<file path="src/rtl/valid_ready_arb_pkg.sv">
// Shared constants and the id-width rule for the valid/ready round-robin arbiter.
package valid_ready_arb_pkg;

  localparam int DEFAULT_N_REQ     = 4;
  localparam int DEFAULT_WIDTH     = 4;
  localparam int DEFAULT_MAX_BURST = 2;
  localparam int BURST_CNT_W       = 4;

  function automatic int id_width(input int n_req);
    return (n_req > 1) ? $clog2(n_req) : 1;
  endfunction

endpackage

</file>
<file path="src/rtl/valid_ready_rr_arbiter_rr_select.sv">
// Combinational round-robin selector: keeps the last winner while it holds the
// burst, otherwise scans upward from last winner + 1, wrapping back to it.
module rr_select
  import valid_ready_arb_pkg::*;
#(
  parameter int n_req = DEFAULT_N_REQ,
  parameter int iw    = id_width(n_req)
) (
  input  logic [n_req-1:0] up_valid,
  input  logic [iw-1:0]    last_idx,
  input  logic             hold,
  output logic [n_req-1:0] grant,
  output logic [iw-1:0]    grant_idx
);

  logic found;
  int   j;

  always_comb begin
    grant     = '0;
    grant_idx = '0;
    found     = 1'b0;
    j         = 0;
    if (hold) begin
      grant[last_idx] = 1'b1;
      grant_idx       = last_idx;
    end else begin
      // Offset n_req lands back on the last winner, so a lone requester keeps winning.
      for (int k = 1; k <= n_req; k++) begin
        j = int'(last_idx) + k;
        if (j >= n_req) j = j - n_req;
        if (!found && up_valid[j]) begin
          found     = 1'b1;
          grant[j]  = 1'b1;
          grant_idx = iw'(j);
        end
      end
    end
  end

endmodule

</file>
<file path="src/rtl/valid_ready_rr_arbiter.sv">
// Merges n_req valid/ready streams into one registered output slot using
// round-robin arbitration with a bounded burst per winner.
module valid_ready_rr_arbiter
  import valid_ready_arb_pkg::*;
#(
  parameter int width     = DEFAULT_WIDTH,
  parameter int n_req     = DEFAULT_N_REQ,
  parameter int max_burst = DEFAULT_MAX_BURST
) (
  input  logic                        clk,
  input  logic                        rst,
  input  logic [n_req-1:0]            up_valid,
  output logic [n_req-1:0]            up_ready,
  input  logic [n_req*width-1:0]      up_data,
  output logic                        down_valid,
  input  logic                        down_ready,
  output logic [width-1:0]            down_data,
  output logic [id_width(n_req)-1:0]  down_id
);

  localparam int iw = id_width(n_req);
  localparam logic [BURST_CNT_W-1:0] max_burst_c = BURST_CNT_W'(max_burst);
  localparam logic [BURST_CNT_W-1:0] one_c       = BURST_CNT_W'(1);
  localparam logic [iw-1:0]          last_rst_c  = iw'(n_req - 1);

  logic                   down_valid_q, down_valid_d;
  logic [width-1:0]       down_data_q,  down_data_d;
  logic [iw-1:0]          down_id_q,    down_id_d;
  logic [iw-1:0]          last_q,       last_d;
  logic [BURST_CNT_W-1:0] burst_cnt_q,  burst_cnt_d;

  logic [n_req-1:0] grant;
  logic [iw-1:0]    grant_idx;
  logic             hold;
  logic             free;
  logic             up_xfer;
  logic [width-1:0] sel_data;

  // burst_cnt of 0 means no burst in progress, so after reset requester 0 wins first.
  assign hold = up_valid[last_q] && (burst_cnt_q != '0) && (burst_cnt_q < max_burst_c);

  rr_select #(
    .n_req (n_req),
    .iw    (iw)
  ) u_rr_select (
    .up_valid  (up_valid),
    .last_idx  (last_q),
    .hold      (hold),
    .grant     (grant),
    .grant_idx (grant_idx)
  );

  assign free     = !down_valid_q || down_ready;
  assign up_ready = (free && !rst) ? grant : '0;
  assign up_xfer  = |(up_valid & up_ready);

  always_comb begin
    sel_data = '0;
    for (int i = 0; i < n_req; i++) begin
      if (grant[i]) sel_data = up_data[i*width +: width];
    end
  end

  always_comb begin
    down_valid_d = down_valid_q;
    down_data_d  = down_data_q;
    down_id_d    = down_id_q;
    last_d       = last_q;
    burst_cnt_d  = burst_cnt_q;
    if (up_xfer) begin
      down_valid_d = 1'b1;
      down_data_d  = sel_data;
      down_id_d    = grant_idx;
      last_d       = grant_idx;
      if (grant_idx != last_q) burst_cnt_d = one_c;
      else if (burst_cnt_q < max_burst_c) burst_cnt_d = burst_cnt_q + one_c;
    end else if (down_valid_q && down_ready) begin
      down_valid_d = 1'b0;
    end
  end

  always_ff @(posedge clk or posedge rst) begin
    if (rst) begin
      down_valid_q <= 1'b0;
      down_data_q  <= '0;
      down_id_q    <= '0;
      last_q       <= last_rst_c;
      burst_cnt_q  <= '0;
    end else begin
      down_valid_q <= down_valid_d;
      down_data_q  <= down_data_d;
      down_id_q    <= down_id_d;
      last_q       <= last_d;
      burst_cnt_q  <= burst_cnt_d;
    end
  end

  assign down_valid = down_valid_q;
  assign down_data  = down_data_q;
  assign down_id    = down_id_q;

endmodule

</file>
<file path="config.mk">
export PLATFORM = sky130hd
export DESIGN_NAME = valid_ready_rr_arbiter
export DESIGN_NICKNAME = d
export VERILOG_FILES = /design/src/rtl/valid_ready_arb_pkg.sv /design/src/rtl/valid_ready_rr_arbiter_rr_select.sv /design/src/rtl/valid_ready_rr_arbiter.sv
export SDC_FILE = /design/constraint.sdc
export NUM_CORES = 1
export LEC_CHECK = 0
export CORE_MARGIN = 10
export CORE_UTILIZATION = 40
export DETAILED_ROUTE_END_ITERATION = 12
export DONT_BUFFER_PORTS = 1
export MAX_ROUTING_LAYER = met4
export PLACE_DENSITY = 0.6
export SKIP_LAST_GASP = 1
export SLEW_MARGIN = 20
export SYNTH_ARGS = -nofsm -noshare
export SYNTH_HDL_FRONTEND = slang
export SYNTH_HIERARCHICAL = 1
export SYNTH_SLANG_ARGS = --single-unit
</file>
<file path="constraint.sdc">
create_clock -name clk -period 4.6 [get_ports clk]
set_clock_uncertainty 0.05 [all_clocks]
set_input_delay 0.92 -clock clk [delete_from_list [all_inputs] [get_ports clk]]
set_output_delay 0.92 -clock clk [all_outputs]
set_load 0.01 [all_outputs]
</file>
==> flow_metrics.env, run 1 <==
export IMPL_ys_seq_elements=13
export IMPL_cap_violations=0
export IMPL_synth_area_um2=1290
export IMPL_drc=0
export IMPL_holdWs_ns=0.492
export IMPL_ir_worst_vdd_uv=323
export IMPL_fin_crit_sh_pct=89.5
export IMPL_power_total_uw=1240
export IMPL_post_cts_resized=0
export IMPL_path_max_fanout=12
export IMPL_vias=972
export IMPL_start_kind="flip-flop"
export IMPL_grt_pass1_wl_mm=4.64
export IMPL_rsz0062_at_grt="no"
export IMPL_cts_tree="yes"
export IMPL_cts_hold_fix_buffers=0
export IMPL_numPortBuffers=0
export IMPL_fill_cells=311
export IMPL_drt_first_pass_iters=4
export IMPL_avgSynthCellArea_um2=9.89
export IMPL_synthCells=131
export IMPL_dieArea_um2=5910
export IMPL_status="finished clean"
export IMPL_ant_nets=0
export IMPL_htreeDepth=1
export IMPL_cp_top_family="simple AND/OR/NAND/NOR gates"
export IMPL_cts_root_buffer="clkbuf_4"
export IMPL_end_kind="output pin"
export IMPL_finalHoldViolCount=0
export IMPL_ios=34
export IMPL_p_leak_uw=0.000569
export IMPL_die_w_um=76.9
export IMPL_critPathMaxStageDelay_ns=0.66
export IMPL_fmax_mhz=243
export IMPL_n_antenna_cell=0
export IMPL_worst_pin_slew_ns=0.708
export IMPL_max_slew_margin_pct=52.7
export IMPL_path_clk_slew_ns=0.09
export IMPL_grt_pass1_vias=940
export IMPL_drv_slew=0
export IMPL_gp_congestion=0.770
export IMPL_ys_async_sr_fraction_pct=100
export IMPL_final_nets=164
export IMPL_clock_latency_ns=0.27
export IMPL_crit_path_top_delay_cell="dfstp_2"
export IMPL_antenna_found_initial=0
export IMPL_overflow=0
export IMPL_clock_path_buffers=2
export IMPL_track_usage_pct=9.77
export IMPL_setup_viol=0
export IMPL_hpwl_mm=2.34
export IMPL_crit_required_ns=3.63
export IMPL_drt_total_wl_mm=2.85
export IMPL_period_needed_ns=4.12
export IMPL_post_cts_setup_buffers=0
export IMPL_cts_inserted_buffers=3
export IMPL_wl_per_cell_um=16.4
export IMPL_crit_path_cell_trace="inv_1, ha_1, mux4_1, nor4b_4, or2_1, a22o_2, and2_1"
export IMPL_routed_via_density=5.59
export IMPL_synth_enable_flop_cells=0
export IMPL_core_area_um2=3080
export IMPL_rows=20
export IMPL_grt_start_max_net_pins=17
export IMPL_ys_seq_area_share_pct=25.3
export IMPL_crit_buf_inv=1
export IMPL_die_h_um=76.9
export IMPL_start_util_pct=42.1
export IMPL_cts_sinks=13
export IMPL_critPathKind="reg2out"
export IMPL_p_per_area_nw_per_um2=935
export IMPL_cp_arrival_ns=3.15
export IMPL_synth_fp_nets=164
export IMPL_drive_above_1_share_pct=21.5
export IMPL_ys_warn_count=6
export IMPL_synthDistinctLibCells=39
export IMPL_synth_flop_cell="dfrtp_1"
export IMPL_initialDrtViolationCount=31
export IMPL_tns_ns=0
export IMPL_area_growth_pct=2.80
export IMPL_hold_path_class="in2async"
[final timing paths]
check / from / end / slack (ns) / depth (start not counted)
max: last_q[1] / up_ready[3] / 0.48 / 7
min in group clk: burst_cnt_q[2] / burst_cnt_q[2] / 0.49 / 2
min reg2reg: burst_cnt_q[2] / burst_cnt_q[2] / 0.49 / 2
max reg2reg: last_q[1] / down_data[3] / 0.80 / 11
min: rst / down_data[3] / 0.49 / 1
max in group asynchronous: rst / last_q[0] / 3.63 / 1
[synthesized netlist by cell type (4+ instances only)]
cell     number  area, µm²
inv_1        13       48.8
a21oi_1      11       55.1
dfrtp_1      11        275
ha_1         10        125
nor2_1       10       37.5
mux2_2        6       67.6
nand2_1       5       18.8
nor2b_1       5       31.3
a221o_1       4       40.0
a22o_2        4       40.0
and2_1        4       25.0
o21ai_0       4       20.0
[flip-flops by register name (all words and copies together) (netlist names)]
register / flops
burst_cnt_q: 4
down_data: 4
down_id: 2
last_q: 2
down_valid: 1
[logic make-up (layout without fill, tap and decap cells)]
logic type	Yosys count	after routing	synth area share, %
buffers and inverters	20	19	8.41
AOI/OAI and AO/OA	42	42	26.5
and+or+nand+nor	33	33	14.3
muxes	11	11	14.5
xor gates and xnor gates	2	2	1.35
adders and majority gates	10	10	9.66
DFF	13	13	25.3
[metal layers]
metal / track usage, % / share of wire (%) / vias up
met5: - / 0 / -
met4: 1.12 / 0 / 0
met3: 6.88 / 15 / 0
met2: 14.0 / 41 / 44
met1: 11.2 / 44 / 452
li1: - / - / 476
[cell type report]
cell class / instances / area, µm² / area share [%]
repair buffers: 2 / 15.0 / 1.13
inverters: 13 / 48.8 / 3.67
flip-flops and latches: 13 / 328 / 24.6
well taps: 44 / 55.1 / 4.14
multi-input cells: 98 / 858 / 64.5
clock buffers: 4 / 26.3 / 1.97
[cell usage in the layout, fill, tap and decap left out, types with 2 or more instances in the layout]
master	n
a211o_1	3
a21oi_1	11
a221o_1	4
a221oi_1	3
a22o_2	4
a22oi_1	2
a22oi_2	2
a31oi_2	2
and2_1	4
buf_4	2
clkbuf_4	3
dfrtp_1	11
dfstp_2	2
ha_1	10
inv_1	13
mux2_2	6
mux4_1	2
mux4_2	3
nand2_1	5
nand3_1	2
nor2_1	10
nor2b_1	5
o21ai_0	4
xor2_1	2
[stage by stage]
step	util, %	cell area, µm²	setup slack, ns	instances
4_1_cts	43.3	1330	0.450	174
2_1_floorplan	-	1290	0.815	131
5_1_grt	43.3	1330	0.252	174
6_report	43.3	1330	0.483	174
3_5_place_dp	42.4	1310	0.752	170
3_3_place_gp	42.4	1310	0.859	170
[where the power goes]
group          switching [µW]  internal (µW)
combinational             522            420
clock                    35.1           33.6
sequential               59.7            174
total                     617            628
Power figures use the tool's default switching activity.
==> run 2, diff against run 1 <==
Settings changed: CORE_ASPECT_RATIO set to 1.75.
==> run 2 against run 1 <==
Against the previous run: die area increased by 1.5%; combinational power rose by 2%; register-to-register slack got worse by 0.05 ns; sequential power about the same; routed wire length grew 4.7%; critical endpoint is now up_ready[2]; sequential share of layout area down 0.45 points; largest cell class unchanged; critical path depth unchanged; highest routed layer is now met4; setup slack worse by 0.011 ns; flip-flop and latch count stayed put.
==> flow_metrics.env, run 2 (same netlist as run 1, synthesis figures left out) <==
export IMPL_power_share_clock_pct=7.5
export IMPL_htreeDepth=1
export IMPL_ir_worst_vdd_uv=372
export IMPL_grt_start_max_net_pins=17
export IMPL_cp_top_family="simple AND/OR/NAND/NOR gates"
export IMPL_p_per_area_nw_per_um2=950
export IMPL_hold_path_class="reg2reg"
export IMPL_start_kind="flip-flop"
export IMPL_vias=1004
export IMPL_crit_buf_inv=1
export IMPL_crit_required_ns=3.63
export IMPL_p_int_uw=662
export IMPL_die_h_um=95.3
export IMPL_end_kind="output pin"
export IMPL_clock_latency_ns=0.24
export IMPL_p_sw_share_pct=48.7
export IMPL_drc=0
export IMPL_hpwl_mm=2.48
export IMPL_setup_viol=0
export IMPL_period_needed_ns=4.13
export IMPL_path_clk_slew_ns=0.05
export IMPL_final_common_cell="inv_1"
export IMPL_area_growth_pct=4.73
export IMPL_routed_via_density=5.77
export IMPL_n_antenna_cell=0
export IMPL_cts_hold_fix_buffers=0
export IMPL_grt_pass1_vias=1009
export IMPL_initialDrtViolationCount=28
export IMPL_rsz0062_at_grt="no"
export IMPL_start_util_pct=41.2
export IMPL_final_nets=165
export IMPL_cts_inserted_buffers=3
export IMPL_drt_total_wl_mm=2.98
export IMPL_final_cell_mix="13 x inv_1, 11 x a21oi_1, 11 x dfrtp_1, 10 x nor2_1, 10 x ha_1"
export IMPL_drive_above_1_share_pct=22.1
export IMPL_max_slew_margin_pct=65.2
export IMPL_critPathMaxStageDelay_ns=0.65
export IMPL_p_seq_share_pct=18.2
export IMPL_ant_nets=0
export IMPL_grt_pass1_wl_mm=4.76
export IMPL_die_w_um=63.0
export IMPL_fmax_mhz=242
export IMPL_holdWs_ns=0.472
export IMPL_crit_path_top_delay_cell="dfstp_2"
export IMPL_cts_sinks=13
export IMPL_clock_path_buffers=2
export IMPL_cts_tree="yes"
export IMPL_ios=34
export IMPL_fin_crit_sh_pct=89.7
export IMPL_core_area_um2=3140
export IMPL_crit_path_cell_trace="inv_1, ha_1, mux4_1, nor4b_4, or2_1, a22o_2, and2_1"
export IMPL_status="finished clean"
export IMPL_rows=27
export IMPL_cp_arrival_ns=3.16
export IMPL_dieArea_um2=6000
export IMPL_critPathKind="reg2out"
export IMPL_track_usage_pct=10.1
export IMPL_gp_congestion=0.853
export IMPL_drt_first_pass_iters=4
export IMPL_wl_per_cell_um=17.1
export IMPL_numPortBuffers=0
export IMPL_overflow=0
export IMPL_finalHoldViolCount=0
export IMPL_p_leak_uw=0.000582
export IMPL_cap_violations=0
export IMPL_p_comb_share_pct=74.3
export IMPL_antenna_found_initial=0
export IMPL_post_cts_resized=0
export IMPL_drv_slew=0
export IMPL_path_max_fanout=12
export IMPL_tns_ns=0
export IMPL_p_switching_uw=627
export IMPL_cts_root_buffer="clkbuf_8"
export IMPL_worst_pin_slew_ns=0.522
export IMPL_post_cts_setup_buffers=0
## run 2: worst paths after layout
kind	from	cells after the start	slack [ns]	to
worst max-delay path	last_q[1]	7	0.47	up_ready[2]
worst min-delay path	burst_cnt_q[2]	2	0.47	burst_cnt_q[2]
worst max register to register	last_q[1]	11	0.75	down_data[0]
worst min register to register	burst_cnt_q[2]	2	0.47	burst_cnt_q[2]
max in group asynchronous	rst	1	3.64	last_q[0]
min in group asynchronous	rst	1	0.52	burst_cnt_q[1]
## run 2: layout make-up
type	instances	area [µm²]
Clock buffer	4	45.0
Inverter	13	48.8
Fill cell	293	1790
Multi-Input combinational cell	98	858
Tap cell	43	53.8
Timing Repair Buffer	3	22.5
Sequential cell	13	328
## run 2: per-stage QoR
stage | util (%) | worst slack (ns) | instance area (µm²) | std cells | power (µW)
finish | 43.2 | 0.472 | 1360 | 174 | 1290
detailed placement | 41.7 | 0.733 | 1310 | 170 | 1190
floorplan | - | 0.815 | 1290 | 131 | 1080
global route | 43.2 | 0.283 | 1360 | 174 | 1410
CTS | 43.2 | 0.468 | 1360 | 174 | 1300
global placement | 41.7 | 0.823 | 1310 | 170 | 1160
## run 2: worst min-delay path: cells and delay by family, from the launching register on
| family | cells | cell delay [ns] |
|---|---|---|
| flip-flops | 1 | 0.35 |
| AND/OR/NAND/NOR | 1 | 0.08 |
| AO/OA/AOI/OAI | 1 | 0.05 |
## run 2: metal layers
layer / part of all wire [%] / GRT usage (%) / vias to the layer above
li1: - / - / 481
met1: 34 / 8.77 / 495
met2: 61 / 19.6 / 19
met3: 2.3 / 1.17 / 9
met4: 3.3 / 6.93 / 0
met5: 0 / - / -
## run 2: power by group through the flow
stage	clock, µW	sequential, µW	combinational [µW]
CTS	101	237	960
global route	106	243	1060
finish	97.3	234	958
detailed placement	0	238	955
global placement	0	237	926
floorplan	0	233	848
